--- config.mk ---
export PLATFORM = sky130hd
export DESIGN_NAME = sram_array_sequencer_flat
export DESIGN_NICKNAME = d
export VERILOG_FILES = /design/src/rtl/sram_pkg.sv /design/src/rtl/sram_array_sequencer_if.sv /design/src/rtl/sram_row_decoder.sv /design/src/rtl/sram_array_sequencer.sv /design/src/flat_wrapper.sv
export SDC_FILE = /design/constraint.sdc
export NUM_CORES = 1
export LEC_CHECK = 0
export CAP_MARGIN = 20
export CORE_MARGIN = 3
export CORE_UTILIZATION = 36
export CTS_BUF_LIST = sky130_fd_sc_hd__clkbuf_4
export DETAILED_ROUTE_END_ITERATION = 8
export GPL_ROUTABILITY_DRIVEN = 0
export PLACE_DENSITY = 0.78
export SYNTH_ARGS = -nofsm -noshare
export SYNTH_HDL_FRONTEND = slang
export SYNTH_SLANG_ARGS = --single-unit
export TNS_END_PERCENT = 30
--- constraint.sdc ---
create_clock -name clk -period 1.6 [get_ports clk]
set_clock_uncertainty 0.1 [all_clocks]
set_input_delay 0.16 -clock clk [delete_from_list [all_inputs] [get_ports clk]]
set_output_delay 0.16 -clock clk [all_outputs]
set_load 0.02 [all_outputs]
--- src/rtl/sram_pkg.sv ---
// Shared types and timing defaults for the SRAM column access sequencer.
package sram_pkg;

   typedef enum logic [2:0] {
      ST_IDLE,
      ST_PRE,
      ST_ACT,
      ST_SENSE,
      ST_RECOVER
   } state_t;

   localparam int DEF_ROWS    = 16;
   localparam int DEF_COLS    = 8;
   localparam int DEF_AW      = 4;
   localparam int DEF_PRE_CYC = 1;
   localparam int DEF_WL_CYC  = 2;

   // One phase counter serves both PRE and ACT, so size it for the longer phase.
   function automatic int cnt_width(input int a, input int b);
      return $clog2((a > b) ? a : b) + 1;
   endfunction

endpackage

--- src/rtl/sram_array_sequencer_if.sv ---
// Digital request/response port of the array sequencer.
interface sram_array_sequencer_if #(
   parameter int AW   = 4,
   parameter int COLS = 8
);
   logic            req_valid;
   logic            req_ready;
   logic            req_we;
   logic [AW-1:0]   req_addr;
   logic [COLS-1:0] req_wdata;
   logic            rsp_valid;
   logic [COLS-1:0] rsp_rdata;
   logic            rsp_err;

   modport master (
      output req_valid, req_we, req_addr, req_wdata,
      input  req_ready, rsp_valid, rsp_rdata, rsp_err
   );

   modport slave (
      input  req_valid, req_we, req_addr, req_wdata,
      output req_ready, rsp_valid, rsp_rdata, rsp_err
   );
endinterface

--- src/rtl/sram_row_decoder.sv ---
// Row address to one-hot wordline decode with out-of-range detection.
module sram_row_decoder #(
   parameter int ROWS = 16,
   parameter int AW   = 4
) (
   input  logic [AW-1:0]   addr,
   input  logic            en,
   output logic [ROWS-1:0] wl,
   output logic            in_range
);

   assign in_range = (int'(addr) < ROWS);

   // An out-of-range address matches no row, so wl stays zero for it.
   for (genvar gi = 0; gi < ROWS; gi++) begin : g_row
      assign wl[gi] = en && (int'(addr) == gi);
   end

endmodule

--- src/rtl/sram_array_sequencer.sv ---
// Sequences precharge, wordline, write drivers and sense strobe for one row access.
module sram_array_sequencer
   import sram_pkg::*;
#(
   parameter int ROWS    = DEF_ROWS,
   parameter int COLS    = DEF_COLS,
   parameter int AW      = DEF_AW,
   parameter int PRE_CYC = DEF_PRE_CYC,
   parameter int WL_CYC  = DEF_WL_CYC
) (
   input  logic                  clk,
   input  logic                  rst,
   sram_array_sequencer_if.slave bus,
   output logic [ROWS-1:0]       wl,
   output logic                  pre_en,
   output logic                  wr_en,
   output logic [COLS-1:0]       bl_drv,
   output logic [COLS-1:0]       blb_drv,
   output logic                  sa_en,
   input  logic [COLS-1:0]       sa_out
);

   localparam int CW = cnt_width(PRE_CYC, WL_CYC);

   state_t          state_reg, state_next;
   logic [CW-1:0]   cnt_reg, cnt_next;
   logic            we_reg;
   logic [AW-1:0]   addr_reg;
   logic [COLS-1:0] wdata_reg;
   logic [COLS-1:0] rdata_reg;
   logic            err_reg;
   logic            accept;
   logic            wl_on;
   logic            in_range;

   assign accept = (state_reg == ST_IDLE) && bus.req_valid;

   always_ff @(posedge clk) begin
      if (rst) begin
         state_reg <= ST_IDLE;
         cnt_reg   <= '0;
         we_reg    <= 1'b0;
         addr_reg  <= '0;
         wdata_reg <= '0;
         rdata_reg <= '0;
         err_reg   <= 1'b0;
      end else begin
         state_reg <= state_next;
         cnt_reg   <= cnt_next;
         if (accept) begin
            we_reg    <= bus.req_we;
            addr_reg  <= bus.req_addr;
            wdata_reg <= bus.req_wdata;
         end
         // Response fields change only on entry to RECOVER and hold afterwards.
         if (state_next == ST_RECOVER) begin
            rdata_reg <= (state_reg == ST_SENSE && in_range) ? sa_out : '0;
            err_reg   <= !in_range;
         end
      end
   end

   always_comb begin
      state_next = state_reg;
      cnt_next   = cnt_reg;
      case (state_reg)
         ST_IDLE: begin
            if (bus.req_valid) begin
               state_next = ST_PRE;
               cnt_next   = '0;
            end
         end
         ST_PRE: begin
            if (cnt_reg == CW'(PRE_CYC - 1)) begin
               state_next = ST_ACT;
               cnt_next   = '0;
            end else begin
               cnt_next = cnt_reg + CW'(1);
            end
         end
         ST_ACT: begin
            if (cnt_reg == CW'(WL_CYC - 1)) begin
               state_next = we_reg ? ST_RECOVER : ST_SENSE;
               cnt_next   = '0;
            end else begin
               cnt_next = cnt_reg + CW'(1);
            end
         end
         ST_SENSE:   state_next = ST_RECOVER;
         ST_RECOVER: state_next = ST_IDLE;
         default:    state_next = ST_IDLE;
      endcase
   end

   // Wordline stays up through SENSE so the sense amp sees a developed bitline.
   assign wl_on = (state_reg == ST_ACT) || (state_reg == ST_SENSE);

   sram_row_decoder #(
      .ROWS (ROWS),
      .AW   (AW)
   ) u_dec (
      .addr     (addr_reg),
      .en       (wl_on),
      .wl       (wl),
      .in_range (in_range)
   );

   assign wr_en   = (state_reg == ST_ACT) && we_reg && in_range;
   assign bl_drv  = wr_en ? wdata_reg : '0;
   assign blb_drv = wr_en ? ~wdata_reg : '0;
   assign sa_en   = (state_reg == ST_SENSE);
   assign pre_en  = (state_reg == ST_IDLE) || (state_reg == ST_PRE) ||
                    (state_reg == ST_RECOVER);

   assign bus.req_ready = (state_reg == ST_IDLE);
   assign bus.rsp_valid = (state_reg == ST_RECOVER);
   assign bus.rsp_rdata = rdata_reg;
   assign bus.rsp_err   = err_reg;

endmodule
--- src/flat_wrapper.sv ---
// flat-port wrapper written by rule: the top's interface ports become plain ports
module sram_array_sequencer_flat import sram_pkg::*;
#(
   parameter int ROWS    = DEF_ROWS,
   parameter int COLS    = DEF_COLS,
   parameter int AW      = DEF_AW,
   parameter int PRE_CYC = DEF_PRE_CYC,
   parameter int WL_CYC  = DEF_WL_CYC
)
  (clk, rst, wl, pre_en, wr_en, bl_drv, blb_drv, sa_en, sa_out, bus_req_valid, bus_req_we, bus_req_addr, bus_req_wdata, bus_req_ready, bus_rsp_valid, bus_rsp_rdata, bus_rsp_err);
  sram_array_sequencer_if #(.AW(AW), .COLS(COLS)) bus_i ();
  input  logic clk;
  input  logic rst;
  output logic [ROWS-1:0] wl;
  output logic pre_en;
  output logic wr_en;
  output logic [COLS-1:0] bl_drv;
  output logic [COLS-1:0] blb_drv;
  output logic sa_en;
  input  logic [COLS-1:0] sa_out;
  input wire logic [$bits(bus_i.req_valid)-1:0] bus_req_valid;
  input wire logic [$bits(bus_i.req_we)-1:0] bus_req_we;
  input wire logic [$bits(bus_i.req_addr)-1:0] bus_req_addr;
  input wire logic [$bits(bus_i.req_wdata)-1:0] bus_req_wdata;
  output wire logic [$bits(bus_i.req_ready)-1:0] bus_req_ready;
  output wire logic [$bits(bus_i.rsp_valid)-1:0] bus_rsp_valid;
  output wire logic [$bits(bus_i.rsp_rdata)-1:0] bus_rsp_rdata;
  output wire logic [$bits(bus_i.rsp_err)-1:0] bus_rsp_err;
  assign bus_i.req_valid = bus_req_valid;
  assign bus_i.req_we = bus_req_we;
  assign bus_i.req_addr = bus_req_addr;
  assign bus_i.req_wdata = bus_req_wdata;
  assign bus_req_ready = bus_i.req_ready;
  assign bus_rsp_valid = bus_i.rsp_valid;
  assign bus_rsp_rdata = bus_i.rsp_rdata;
  assign bus_rsp_err = bus_i.rsp_err;
  sram_array_sequencer #(.ROWS(ROWS), .COLS(COLS), .AW(AW), .PRE_CYC(PRE_CYC), .WL_CYC(WL_CYC)) u_core (.clk(clk), .rst(rst), .bus(bus_i), .wl(wl), .pre_en(pre_en), .wr_en(wr_en), .bl_drv(bl_drv), .blb_drv(blb_drv), .sa_en(sa_en), .sa_out(sa_out));
endmodule
Word-level counts from Yosys, hierarchy flattened
Cells that the tools add are included.

cells by class
  $add $sub $neg = 1
  equal/unequal tests = 22
  mux-type cells = 12
  bitwise gates (word level) = 1
  reduce and logical (&&, ||, !) cells = 26

operator list
  kind                                                                    number
  4-bit equality test (second input constant)                             8
  8-bit 2-to-1 mux                                                        3
  1-bit logical AND                                                       18
  4-bit by 3-bit equality test with 1-bit output (second input constant)  4
  3-bit 2-to-1 mux                                                        4
  3-bit case mux with 4 select lines                                      1
  4-bit by 2-bit equality test with 1-bit output (second input constant)  2
  8-bit inverter                                                          1
  3-bit by 2-bit equality test with 1-bit output (second input constant)  2
  3-bit equality test (second input constant)                             2
  2-bit 2-to-1 mux                                                        3
  2-bit case mux with 3 select lines                                      1
  4-bit by 1-bit equality test with 1-bit output (second input constant)  1
  4-bit zero test                                                         1
  3-bit by 1-bit equality test with 1-bit output (second input constant)  1
  3-bit zero test                                                         1
  1-bit logical OR                                                        3
  3-bit nonzero test                                                      1
  2-bit by 1-bit adder with 2-bit output (second input constant)          1
  2-bit by 1-bit equality test with 1-bit output (second input constant)  1
  2-bit zero test                                                         1
  2-bit inequality test (second input constant)                           1
  2-bit AND reduction                                                     1

word-level totals
  register bits after elaboration = 26
  output and inout bits = 46
  word-level logic and storage cells = 68

Longest topological paths before layout
  depth in word-level cells = 4
  depth in mapped cells = 5

Modules after synthesis
A second synthesis with hierarchy kept.

second synthesis, totals
  cell total of the unflattened synthesis = 165
  area total of the unflattened synthesis = 1,353.8 sq um

by module, submodules not included
  module                times used  cells an instance  area an instance (sq um)  seq. area each (sq um)
  sram_array_sequencer  1           140                1,224.9                   540.5
  sram_row_decoder      1           25                 128.9                     0.0

Worst setup path before layout
No wires, ideal clock.

  path type = reg-to-output
  start point = reg u_core.state_reg[2]
  end point = out wl[0]
  arrival time = 1.468 ns
  data required time = 1.340 ns
  slack = -0.128 ns
  cell stages (with the launch flop) = 4
  path through = dfxtp_1 nor2b_2 or3b_1 nor3_1

on the way
  cells in the longest elaborated chain, start to end = 3
  elaborated cells between the ends (all ways) = 4
  those cells by class = 2 x eq/ne; 2 x reduce/logical

RTL lines
  item                                            line                        source
  start, declared                                 sram_array_sequencer.sv:25  state_t state_reg, state_next;
  start signal, assigned                          sram_array_sequencer.sv:48  state_reg <= state_next;
  3-bit by 2-bit equality test with 1-bit output  sram_array_sequencer.sv:96  assign wl_on = (state_reg == ST_ACT) || (state_reg == ST_SENSE);
  1-bit logical OR *                              sram_array_sequencer.sv:96
  1-bit logical AND *                             sram_row_decoder.sv:16      assign wl[gi] = en && (int'(addr) == gi);
  end, declared                                   flat_wrapper.sv:14          output logic [ROWS-1:0] wl;

Mark *: on every way between the ends. The rest lies on a longest branch, timed or not.

Final worst setup path
  start point = reg u_core.state_reg[1]
  end point = out wl[0]

Same word-level chain as after synthesis.

==> flow_metrics.py <==
metrics = {
    "routing": {
        "drt_iter0_markers": 30,
        "drtPass1Iterations": 4,
        "drc": 0,
        "wl_per_cell_um": 12.2,
        "finalWirelength_um": 3450,
        "ant_nets": 0,
        "num_vias": 1358,
        "viasPerCell": 4.80,
    },
    "die": {
        "rows": 20,
        "io_pins": 70,
        "core_area_um2": 3200,
        "dieArea_um2": 4300,
        "die_x_um": 65.5,
        "start_util": 0.398,
        "die_h_um": 65.5,
    },
    "layout": {
        "nFillCells": 316,
        "final_cells": 283,
        "seq_area_um2": 524,
        "design_area_um2": 2090,
        "multi_input_area_um2": 753,
        "diodes": 0,
        "final_layout_size_suffix_gt1_frac": 0.318,
        "final_cell_mix": "nand2_1, clkdlybuf4s50_1, buf_4",
        "syn_to_final_growth_pct": 64.0,
        "fin_nets": 268,
    },
    "cts": {
        "postCtsSetupBuffers": 0,
        "h-tree-depth": 1,
        "clk_latency_ns": 0.31,
        "cts_root_buffer": "clkbuf_4",
        "cts_buffers": 3,
        "clkTransAtPathRegs_ns": 0.14,
        "cts_hold_buffers": 0,
        "clock-sinks": 26,
        "cts.path.max_buffers": 2,
        "tritoncts": "yes",
    },
    "critical_path": {
        "cp-startpoint": "u_core.state_reg[1]$_SDFF_PP0_",
        "reg2reg_from": "u_core.state_reg[2]$_SDFF_PP0_",
        "worstSetupEndpointType": "primary output",
        "critPathArrivalTime_ns": 1.50,
        "r2r_cells": 5,
        "worst_ep_required_time_ns": 1.34,
        "path_class": "reg2out",
        "crit_path_max_fanout": 4,
        "r2r-end": "u_core.we_reg$_SDFFE_PP0P_",
        "crit_end": "wl[0]",
        "critPathLaunchType": "register",
        "r2r_slack_ns": 0,
    },
    "outcome": {
        "status": "finished with violations",
        "failed_checks": "setup timing",
    },
    "global_route": {
        "grt_pass1_vias": 1297,
        "grt_max_degree": 16,
        "grt_pass1_wl_um": 5610,
        "antenna_found_initial": 0,
        "grt_usage": 0.161,
        "overflow": 0,
    },
    "job": {
        "maxCapViolCount": 0,
    },
    "synthesis": {
        "yosysUniqueCellTypes": 31,
        "ys_seq_area_frac": 0.408,
        "yosysWarnings": 0,
        "ys_ff_latch": 26,
        "syn-cell-area_um2": 1280,
        "syn_area_per_cell_um2": 7.98,
        "synthArstFlopShare": 0,
        "yosys-top-cells-area": "dfxtp_1, nand2_1, nor2_1",
        "synth.net_count": 188,
        "synth_edf_count": 0,
        "yosysTopAreaCell": "dfxtp_1",
        "synth_top_cell_area_share": 0.408,
        "synthCells": 160,
        "synth_top_flop_cell": "dfxtp_1",
    },
    "timing": {
        "drv_slew": 0,
        "fin_crit_sh": 1.10,
        "setup_violations": 30,
        "rsz0062_at_grt": "yes",
        "period_needed_ns": 1.76,
        "max_freq_mhz": 568,
        "timing.final.hold_violations": 0,
        "tns_ns": -1.93,
        "fin_ws_ns": -0.160,
    },
    "placed_design": {
        "dp_hpwl_um": 2670,
        "place_area_um2": 2090,
        "port_buffers": 68,
        "placed_cells": 279,
        "dpl_worst_slack_ns": -0.324,
    },
    "pwr": {
        "power_density_nw_per_um2": 705,
        "peakVddDrop_v": 0.000353,
        "p_leak_nw": 0.999,
    },
    "worst_hold_path": {
        "hold_path.class": "in2reg",
    },
}
==> cell type report <==
cell class | instances | area share
timing repair buffer | 84 | 0.332
clock buffer | 3 | 0.0108
inverter | 3 | 0.00658
tap | 44 | 0.0263
multi-input combinational | 122 | 0.360
sequential | 26 | 0.250
clock inverter | 1 | 0.0143
==> cell families (layout without fill, tap and decap cells) <==
group           after synthesis  count (layout)  share of synthesized area
other cells                   1               1                    0.00294
buf+inv                      12              91                     0.0471
simple gates                 85              85                      0.336
flops                        26              26                      0.408
fa+ha+maj                     4               4                     0.0392
compound gates               32              32                      0.167
==> stage by stage <==
step	total power, W	hold slack, ns	utilization
after floorplan	0.000891	0.186	-
after global placement	0.00104	0.354	0.652
after detailed placement	0.00104	0.359	0.652
after CTS	0.00148	0.268	0.638
after global routing	0.00154	0.260	0.654
final	0.00148	0.267	0.654
==> power by group <==
| part | leakage, nW | switching, W | total [W] | internal, W |
|---|---|---|---|---|
| Clock | 0.0279 | 0.000191 | 0.000444 | 0.000253 |
| Sequential | 0.213 | 0.0000294 | 0.000712 | 0.000683 |
| Combinational | 0.758 | 0.000157 | 0.000320 | 0.000163 |
| Total | 0.999 | 0.000377 | 0.00148 | 0.00110 |
==> critical path: stages, from the launching register on <==
cell and delay (ns):
dfxtp_2 0.36, nor2b_4 0.13, or3b_4 0.42, nor3_2 0.11, buf_4 0.16
==> synth_stat cells (3+ instances only) <==
cell and count:
nand2_1 29, dfxtp_1 26, nor2_1 23, a21oi_1 16
and2_1 9, a22o_1 8, nor3_1 6, ha_1 4
nand2b_1 4, a22oi_1 3, buf_2 3, clkbuf_1 3
inv_1 3, nand3b_1 3
==> worst min-delay path by stage <==
stage	from	end	slack [ns]	cells past startpoint
CTS	bus_req_addr[0]	u_core.addr_reg[0]$_SDFFE_PP0P_	0.27	3
finish	bus_req_addr[0]	u_core.addr_reg[0]$_SDFFE_PP0P_	0.27	3
global placement	u_core.wdata_reg[5]$_SDFFE_PP0P_	u_core.wdata_reg[5]$_SDFFE_PP0P_	0.35	2
detailed placement	u_core.wdata_reg[6]$_SDFFE_PP0P_	u_core.wdata_reg[6]$_SDFFE_PP0P_	0.36	2
global route	bus_req_wdata[6]	u_core.wdata_reg[6]$_SDFFE_PP0P_	0.26	3
floorplan	sa_out[0]	u_core.bus.rsp_rdata[0]$_SDFFE_PP0N_	0.19	1
==> what timing repair did <==
item | 4_1_cts | 5_1_grt
endpoints found under the setup margin | 50 | 57
resized for setup | 174 | 16
pin swaps | 7 | 8
==> per-layer routing <==
metal | vias to the layer above | part of all wire | track usage
met3 | 2 | 0.076 | 0.0427
met4 | 0 | 0.0058 | 0.0389
met2 | 46 | 0.48 | 0.301
li1 | 700 | - | -
met5 | - | 0 | 0
met1 | 610 | 0.43 | 0.180
Power figures use the tool's default switching activity.
